$ cat src/rtl/serial_ripple_sub.sv
// Bit-serial ripple subtractor: a - b - bin, one bit per clock, LSB first,
// with a start/busy/done handshake and a per-bit borrow vector.
module serial_ripple_sub #(
  parameter int SIZE = 4
) (
  input  logic            clk,
  input  logic            rst_n,
  input  logic            start,
  input  logic [SIZE-1:0] a,
  input  logic [SIZE-1:0] b,
  input  logic            bin,
  output logic            busy,
  output logic            done,
  output logic [SIZE-1:0] diff,
  output logic [SIZE-1:0] borrow,
  output logic            bout
);

  localparam int CW = $clog2(SIZE);
  localparam logic [CW-1:0] LAST = CW'(SIZE - 1);

  localparam logic [1:0] S_IDLE = 2'd0;
  localparam logic [1:0] S_RUN  = 2'd1;
  localparam logic [1:0] S_DONE = 2'd2;

  logic [1:0]      state_q, state_d;
  logic [CW-1:0]   cnt_q, cnt_d;
  logic [SIZE-1:0] a_q, a_d;
  logic [SIZE-1:0] b_q, b_d;
  logic            br_q, br_d;
  logic [SIZE-1:0] diff_q, diff_d;
  logic [SIZE-1:0] borrow_q, borrow_d;

  logic accept;
  logic a_bit, b_bit, d_bit, bo_bit;

  // start is only honoured when no operation is in flight
  assign accept = start && ((state_q == S_IDLE) || (state_q == S_DONE));

  assign a_bit  = a_q[cnt_q];
  assign b_bit  = b_q[cnt_q];
  assign d_bit  = a_bit ^ b_bit ^ br_q;
  assign bo_bit = (~a_bit & b_bit) | (~(a_bit ^ b_bit) & br_q);

  always_comb begin
    state_d  = state_q;
    cnt_d    = cnt_q;
    a_d      = a_q;
    b_d      = b_q;
    br_d     = br_q;
    diff_d   = diff_q;
    borrow_d = borrow_q;
    if (accept) begin
      // Outputs are cleared so partial results never mix with the previous answer
      state_d  = S_RUN;
      cnt_d    = '0;
      a_d      = a;
      b_d      = b;
      br_d     = bin;
      diff_d   = '0;
      borrow_d = '0;
    end else begin
      case (state_q)
        S_IDLE: state_d = S_IDLE;
        S_RUN: begin
          diff_d[cnt_q]   = d_bit;
          borrow_d[cnt_q] = bo_bit;
          br_d            = bo_bit;
          cnt_d           = cnt_q + CW'(1);
          if (cnt_q == LAST) state_d = S_DONE;
        end
        S_DONE:  state_d = S_IDLE;
        default: state_d = S_IDLE;
      endcase
    end
  end

  always_ff @(posedge clk or negedge rst_n) begin
    if (!rst_n) begin
      state_q  <= S_IDLE;
      cnt_q    <= '0;
      a_q      <= '0;
      b_q      <= '0;
      br_q     <= 1'b0;
      diff_q   <= '0;
      borrow_q <= '0;
    end else begin
      state_q  <= state_d;
      cnt_q    <= cnt_d;
      a_q      <= a_d;
      b_q      <= b_d;
      br_q     <= br_d;
      diff_q   <= diff_d;
      borrow_q <= borrow_d;
    end
  end

  assign busy   = (state_q == S_RUN);
  assign done   = (state_q == S_DONE);
  assign diff   = diff_q;
  assign borrow = borrow_q;
  assign bout   = borrow_q[SIZE-1];

endmodule

$ cat config.mk
export PLATFORM = sky130hd
export DESIGN_NAME = serial_ripple_sub
export DESIGN_NICKNAME = d
export VERILOG_FILES = /design/src/rtl/serial_ripple_sub.sv
export SDC_FILE = /design/constraint.sdc
export NUM_CORES = 1
export LEC_CHECK = 0
export BUFFER_PORTS_ARGS = -buffer_cell sky130_fd_sc_hd__buf_2
export CAP_MARGIN = 20
export CORE_AREA = 2 2 58 60
export CTS_BUF_LIST = sky130_fd_sc_hd__clkbuf_8
export CTS_CLUSTER_DIAMETER = 30
export DETAILED_ROUTE_END_ITERATION = 10
export DIE_AREA = 0 0 60 62
export GPL_ROUTABILITY_DRIVEN = 0
export PLACE_DENSITY_LB_ADDON = 0.08
export SYNTH_ARGS = -nofsm -noshare
export SYNTH_HDL_FRONTEND = slang
export SYNTH_SLANG_ARGS = --single-unit
export TNS_END_PERCENT = 100
$ cat constraint.sdc
create_clock -name clk -period 2.1 [get_ports clk]
set_input_delay 0.21 -clock clk [delete_from_list [all_inputs] [get_ports clk]]
set_output_delay 0.21 -clock clk [all_outputs]
set_load 0.03 [all_outputs]
Yosys cells after proc, flatten, opt, wreduce, memory -nomap -nowiden. Index checks and enable logic that the tools add are counted.

Logic and storage cells: 45. Register bits after elaboration: 21. Input bits: 12. Output and inout port bits: 11.

Multiplexer cells: 19. $add $sub $neg: 1. Reduce and logical (&&, ||, !) cells: 5. Bitwise gates (word level): 7. Equal/unequal tests: 4. Magnitude comparators: 2.

Operators with widths (number): $mux W4 (4); $mux W2 (5); $bwmux W4 (2); $mux W1 (5); $bmux W1 S2 (2); $eq A2 B2 Y1 const B (2); $lt A2 B3 Y1 const B (1); $ne A3 B1 Y1 const B (1); $add A2 B1 Y2 const B (1); $and A1 B1 Y1 (2); $demux W1 S2 (1); $eq A2 B1 Y1 const B (1); $ge A2 B1 Y1 const B (1); $logic_and A1 B1 Y1 (2); $logic_not A2 Y1 (1); $not A1 Y1 (2); $reduce_bool A2 Y1 (1); $xor A1 B1 Y1 (2); $logic_or A1 B1 Y1 (1); $or A1 B1 Y1 (1).

Logic depth before layout (Yosys ltp). Gate-level depths: netlist of run 1.

Depth after elaboration: 9. Depth in mapped cells: 5. Gate-level depth less buffers: 5.

Worst setup path after synthesis of run 1. No wires, ideal clock.

Path kind: reg-to-reg. Start point: register cnt_q[0]. End point: register diff_q[0] (netlist: diff[0]). Path buffers: 0. Library setup time: 0.080 ns. Data arrival time: 2.050 ns. Required time: 2.020 ns. Stages on the path, launching flop included: 6. Setup slack: -0.030 ns. Path through: dfrtp_1 mux4_2 inv_1 fa_1 or4bb_1 o211ai_2.

Longest elaborated chain between the ends: 7.

RTL lines: from (decl) (line 27) `logic [CW-1:0] cnt_q, cnt_d;`; from (signal assigned) (line 89) `cnt_q <= cnt_d;`; $lt A2 B3 Y1 (implied by the code), or another cell as far along (line 66) `diff_d[cnt_q] = d_bit;`; $logic_and A1 B1 Y1 (implied by the code), or another cell as far along (line 66); $mux W1 (implied by the code) / $xor A1 B1 Y1 (equally long branches) (line 66, 42); $demux W1 S2 / $xor A1 B1 Y1 (equally long branches) (line 66, 42); $bwmux W4 * (line 66); $mux W4 * (line 63) `case (state_q)`; $mux W4 * (line 53) `if (accept) begin`; to (signal assigned) (line 93) `diff_q <= diff_d;`; to (decl) (line 31) `logic [SIZE-1:0] diff_q, diff_d;`.

Mark *: on every way between the ends. The rest lies on a longest branch, timed or not. The select of a mux whose other input is x is not followed. A chain may end at the register's enable or synchronous reset.

Worst setup path in the final report of run 1. Ends and elaborated chain as after synthesis.

==> flow_metrics.tcl, run 1 <==
set metrics [dict create \
    status "finished, final reports clean" \
    clkLatencyLatePin_ps 260 \
    syn-num-nets 113 \
    vdd_ir_drop_max_mv 0.776 \
    h-tree-depth 1 \
    cp.required_ps 2290 \
    finalWirelength_um 2190 \
    period_share_pct 98.8 \
    die-width_um 60 \
    grt.total_usage_pct 13.6 \
    leakage_uw 0.000649 \
    postSynthAreaPerCell_um2 12.6 \
    synth.top_cells.by_area "dfrtp_1, mux2_4, or3b_1" \
    grt_start_max_net_pins 26 \
    crit_arrival_ps 2260 \
    synth_top_area_share_pct 43.5 \
    place_inst 162 \
    antenna_left 0 \
    endpoint_kind "flop" \
    synth_ff_type "dfrtp_1" \
    areaGrowthSynthToFinish_pct 17.0 \
    clkSinkCount 21 \
    die_area_mm2 0.00372 \
    syn_area_mm2 0.00121 \
    nNetsFinal 139 \
    synth_edf_count 0 \
    instances_no_fill 167 \
    cts_inserted_buffers 3 \
    drc 0 \
    ys_seq_elements 21 \
    dieHeight_um 62 \
    grt_pass1_vias 789 \
    slew_violations 0 \
    rsz0062_at_grt "true" \
    drv_cap 0 \
    rows 21 \
    crit_path_start_kind "flop" \
    gr-total-overflow 0 \
    slew_headroom_pct 64.7 \
    antenna_found_initial 0 \
    cts-root-buf "clkbuf_8" \
    fin_skew_ps 3.76 \
    worst_pin_slew_ps 530 \
    ys_seq_area_share_pct 43.5 \
    synthCells 96 \
    design_area_mm2 0.00141 \
    grt_pass1_wl_um 3670 \
    vias_per_cell 4.92 \
    async_flop_share_pct 100 \
    period_minus_slack_ps 2070 \
    hold_viol 0 \
    post_cts_buffers 0 \
    powerDensity_mw_per_mm2 1580 \
    max_freq_mhz 482 \
    place_area_mm2 0.00136 \
    io_buffers 22 \
    drtPass1Iterations 4 \
    min_path_type "in -> reg" \
    initial_core_util_pct 38.0 \
    crit_type "reg -> reg" \
    critPathMaxFanout 5 \
    final_layout_size_suffix_gt1_share_pct 35.5 \
    num_io_pins 23 \
    cts.path.max_buffers 2 \
    cts_tree "done" \
    num_antenna_cells 0 \
    yosysWarnings 0 \
    core_area_mm2 0.00318 \
    wl_per_cell_um 13.1 \
    synth.largest_area_cell "dfrtp_1" \
    setup_viol 0 \
    vias 821 \
    path_clk_slew_ps 80 \
    dp.final_hpwl_um 1590 \
    synth.distinct_cells 25 \
    drt_iter0_drc 15 \
]
[where the power goes]
part           switching (µW)  internal, µW  leakage (µW)  total [µW]
clock                     137           130     0.0000269         267
combinational             573           653      0.000362        1230
sequential                153           581      0.000260         734
[flip-flops by register name, summed over array words and instances (netlist names)]
signal / cells
b_q: 4
borrow: 4
diff: 4
a_q: 4
state_q: 2
cnt_q: 2
br_q: 1
[cell families (layout without fill, tap and decap cells)]
logic type,count (synthesis),after routing,share of synthesized area [%]
flip-flops,21,21,43.5
buffers and inverters,11,36,5.91
AND/OR/NAND/NOR,33,33,19.5
multiplexers,14,14,17.1
AO/OA/AOI/OAI,11,11,7.46
XOR/XNOR,1,1,0.726
adder cells (fa/ha/maj),5,5,5.80
[cells in the final DEF, fill, tap and decap left out, types with 2 or more instances in the layout]
cell type / instances
buf_4: 5
clkbuf_8: 3
o211ai_1: 7
nand4b_1: 4
mux2_4: 8
a22o_1: 2
nand2_1: 8
mux4_2: 2
nand4bb_1: 3
nor2b_1: 6
or3b_1: 8
buf_2: 22
dfrtp_1: 20
inv_1: 4
ha_1: 4
mux2i_1: 3
[routing by layer]
metal,up-vias,part of all wire [%],GRT usage (%)
li1,396,-,-
met1,405,46,17.1
met2,15,50,22.7
met3,5,2.7,2.48
met4,0,1.6,6.98
met5,-,0,0
[cells in the mapped netlist, types with 2 or more instances]
library cell   n
dfrtp_1       21
mux2_4         8
nand2_1        8
or3b_1         8
o211ai_1       7
nor2b_1        6
buf_4          4
ha_1           4
inv_1          4
nand4b_1       4
mux2i_1        3
nand4bb_1      3
a22o_1         2
buf_6          2
mux4_2         2
[repair_timing]
item                                   4_1_cts  5_1_grt
endpoints found under the hold margin       21        0
hold buffers                                 1        0
setup endpoints to repair                    0        1
gates resized for setup                      0        1
[final timing paths]
kind / from / end / slack [ps] / depth (start not counted)
max in group asynchronous: rst_n / cnt_q[0]$_DFFE_PN0P_ / 1310 / 2
min in group asynchronous: rst_n / borrow[0]$_DFFE_PN0P_ / 430 / 2
worst max-delay path: cnt_q[0]$_DFFE_PN0P_ / diff[0]$_DFFE_PN0P_ / 30 / 5
worst max register to register: cnt_q[0]$_DFFE_PN0P_ / diff[0]$_DFFE_PN0P_ / 30 / 5
worst min register to register: b_q[3]$_DFFE_PN0P_ / b_q[3]$_DFFE_PN0P_ / 520 / 1
worst min-delay path: b[3] / b_q[3]$_DFFE_PN0P_ / 170 / 2
[worst max-delay path, cell delays in order (launching register included)]
cell      delay [ps]
dfrtp_2          430
mux4_2           520
inv_2             70
fa_1             420
or4bb_1          500
o211ai_2          70
[layout make-up]
type | count | area (µm²)
Clock buffer | 3 | 41.3
Clock inverter | 1 | 3.75
Fill cell | 318 | 1770
Timing Repair Buffer | 28 | 158
Tap cell | 46 | 57.6
Sequential cell | 21 | 527
Multi-Input combinational cell | 64 | 611
Inverter | 4 | 15.0
[metrics by stage]
step	hold WS [ps]	utilization, %	total power [µW]	setup WS, ps	TNS, ps
final	174	44.4	2230	25.2	0
after global routing	168	44.4	2440	-39.4	-39.4
after CTS	172	44.4	2260	6.64	0
after detailed placement	202	42.7	1980	18.4	0
after global placement	200	42.7	1970	54.7	0
after floorplan	-85.6	-	1670	32.5	0
No activity file was read; power rests on OpenSTA's default activity.
==> run 2, diff against run 1 <==
==> constraint.sdc (replaced) <==
create_clock -name clk -period 2 [get_ports clk]
set_input_delay 0.2 -clock clk [delete_from_list [all_inputs] [get_ports clk]]
set_output_delay 0.2 -clock clk [all_outputs]
set_load 0.03 [all_outputs]
==> run 2 against run 1 <==
Compared with the run above: the flow now finishes with violations (negative setup slack); hold slack got worse by 7.2 ps; sequential power rose by 3.8%; via count fell by 1.5%; largest power group unchanged; global-route usage rose by 0.37 points; clock skew barely moved; combinational power rose by 8%; fmax rose by 2.6%; first-iteration DRC count rose by 13%; sequential cell count did not move; final cell count rose by 1.2%.
==> flow_metrics.tcl, run 2 (synthesized netlist as in run 1, its figures left out) <==
set metrics [dict create \
    holdWs_ps 167 \
    design_area_mm2 0.00143 \
    die_area_mm2 0.00372 \
    dp_slack_ps -48.7 \
    cts.path.max_buffers 2 \
    drc 0 \
    clkSinkCount 21 \
    rows 21 \
    cts-root-buf "clkbuf_8" \
    antenna_left 0 \
    critPathMaxFanout 3 \
    wl_per_cell_um 12.8 \
    fin_util_pct 44.9 \
    final_common_cell "buf_2" \
    areaGrowthSynthToFinish_pct 18.3 \
    powerDensity_mw_per_mm2 1660 \
    grt_pass1_vias 816 \
    status "finished with violations" \
    fillerInstances 308 \
    crit_arrival_ps 2210 \
    grt_start_max_net_pins 26 \
    worst_pin_slew_ps 514 \
    period_share_pct 101 \
    io_buffers 22 \
    cp.required_ps 2190 \
    drv_cap 0 \
    drtPass1Iterations 4 \
    leakage_uw 0.000658 \
    drt_iter0_drc 17 \
    hold_viol 0 \
    die-width_um 60 \
    initial_core_util_pct 38.0 \
    path_clk_slew_ps 80 \
    nNetsFinal 141 \
    gr-total-overflow 0 \
    endpoint_kind "flop" \
    crit_path_start_kind "flop" \
    cts_inserted_buffers 3 \
    h-tree-depth 1 \
    setup_viol 1 \
    finalWirelength_um 2160 \
    antenna_found_initial 0 \
    max_freq_mhz 494 \
    place_area_mm2 0.00137 \
    num_io_pins 23 \
    layout_setup_ws_ps -22.5 \
    layout_common_cells "buf_2, dfrtp_1, mux2_4, nand2_1, or3b_1" \
    slew_violations 0 \
    rsz0062_at_grt "true" \
    crit_type "reg -> reg" \
    clkLatencyLatePin_ps 260 \
    dp.final_hpwl_um 1610 \
    cts_tree "done" \
    fin_skew_ps 4.11 \
    min_path_type "in -> reg" \
    period_minus_slack_ps 2020 \
    num_antenna_cells 0 \
    core_area_mm2 0.00318 \
    final_layout_size_suffix_gt1_share_pct 37.4 \
    slew_headroom_pct 65.7 \
    grt_pass1_wl_um 3780 \
    vdd_ir_drop_max_mv 0.817 \
    vias_per_cell 4.79 \
    violations "negative setup slack" \
    vias 809 \
    dieHeight_um 62 \
    grt.total_usage_pct 14.0 \
]
## run 2: timing repair
item                       in CTS  in global routing
buffers inserted                1                  0
setup endpoints to repair       1                  4
hold buffers                    1                  0
resized for setup               1                  0
hold endpoints to repair       21                  0
cloned                          0                  0
## run 2: power breakdown
group	switching [µW]	internal, µW	leakage, µW
clock network	139	139	0.0000255
registers	152	610	0.000260
logic	623	709	0.000372
total	914	1460	0.000658
## run 2: metrics by stage
stage | setup TNS (ps) | instances | total power [µW]
final | -22.5 | 169 | 2370
after global routing | -129 | 169 | 2590
after detailed placement | -48.7 | 163 | 2100
after global placement | -22.8 | 163 | 2090
after CTS | -37.6 | 169 | 2420
after floorplan | -67.5 | 96 | 1750
## run 2: worst max-delay path, stage by stage, from the launching register on
cell and delay, ps:
dfrtp_2 400, mux4_2 510, inv_2 70, fa_1 420
or4bb_1 500, o211ai_2 70
## run 2: cell type report
class / instances / area [µm²] / area share [%]
flip-flops and latches: 21 / 527 / 36.9
inverters: 4 / 15.0 / 1.05
multi-input cells: 64 / 611 / 42.7
clock inverters: 1 / 5.00 / 0.350
clock buffers: 3 / 41.3 / 2.89
repair buffers: 30 / 173 / 12.1
well taps: 46 / 57.6 / 4.03
## run 2: final timing paths
check,startpoint,to,slack (ps),depth (start not counted)
max,cnt_q[0]$_DFFE_PN0P_,diff[0]$_DFFE_PN0P_,-20,5
min,a[3],a_q[3]$_DFFE_PN0P_,170,2
max reg2reg,cnt_q[0]$_DFFE_PN0P_,diff[0]$_DFFE_PN0P_,-20,5
min reg2reg,b_q[2]$_DFFE_PN0P_,b_q[2]$_DFFE_PN0P_,510,1
max in group asynchronous,rst_n,cnt_q[0]$_DFFE_PN0P_,1220,2
min in group asynchronous,rst_n,state_q[1]$_DFFE_PN0P_,420,2
## run 2: metal layers
metal / up-vias / routed length [µm] / GRT usage [%]
met5: - / 0 / 0
met4: 0 / 0 / 2.86
met3: 0 / 82 / 4.35
met2: 15 / 1080 / 25.3
met1: 395 / 1000 / 16.5
li1: 399 / - / -
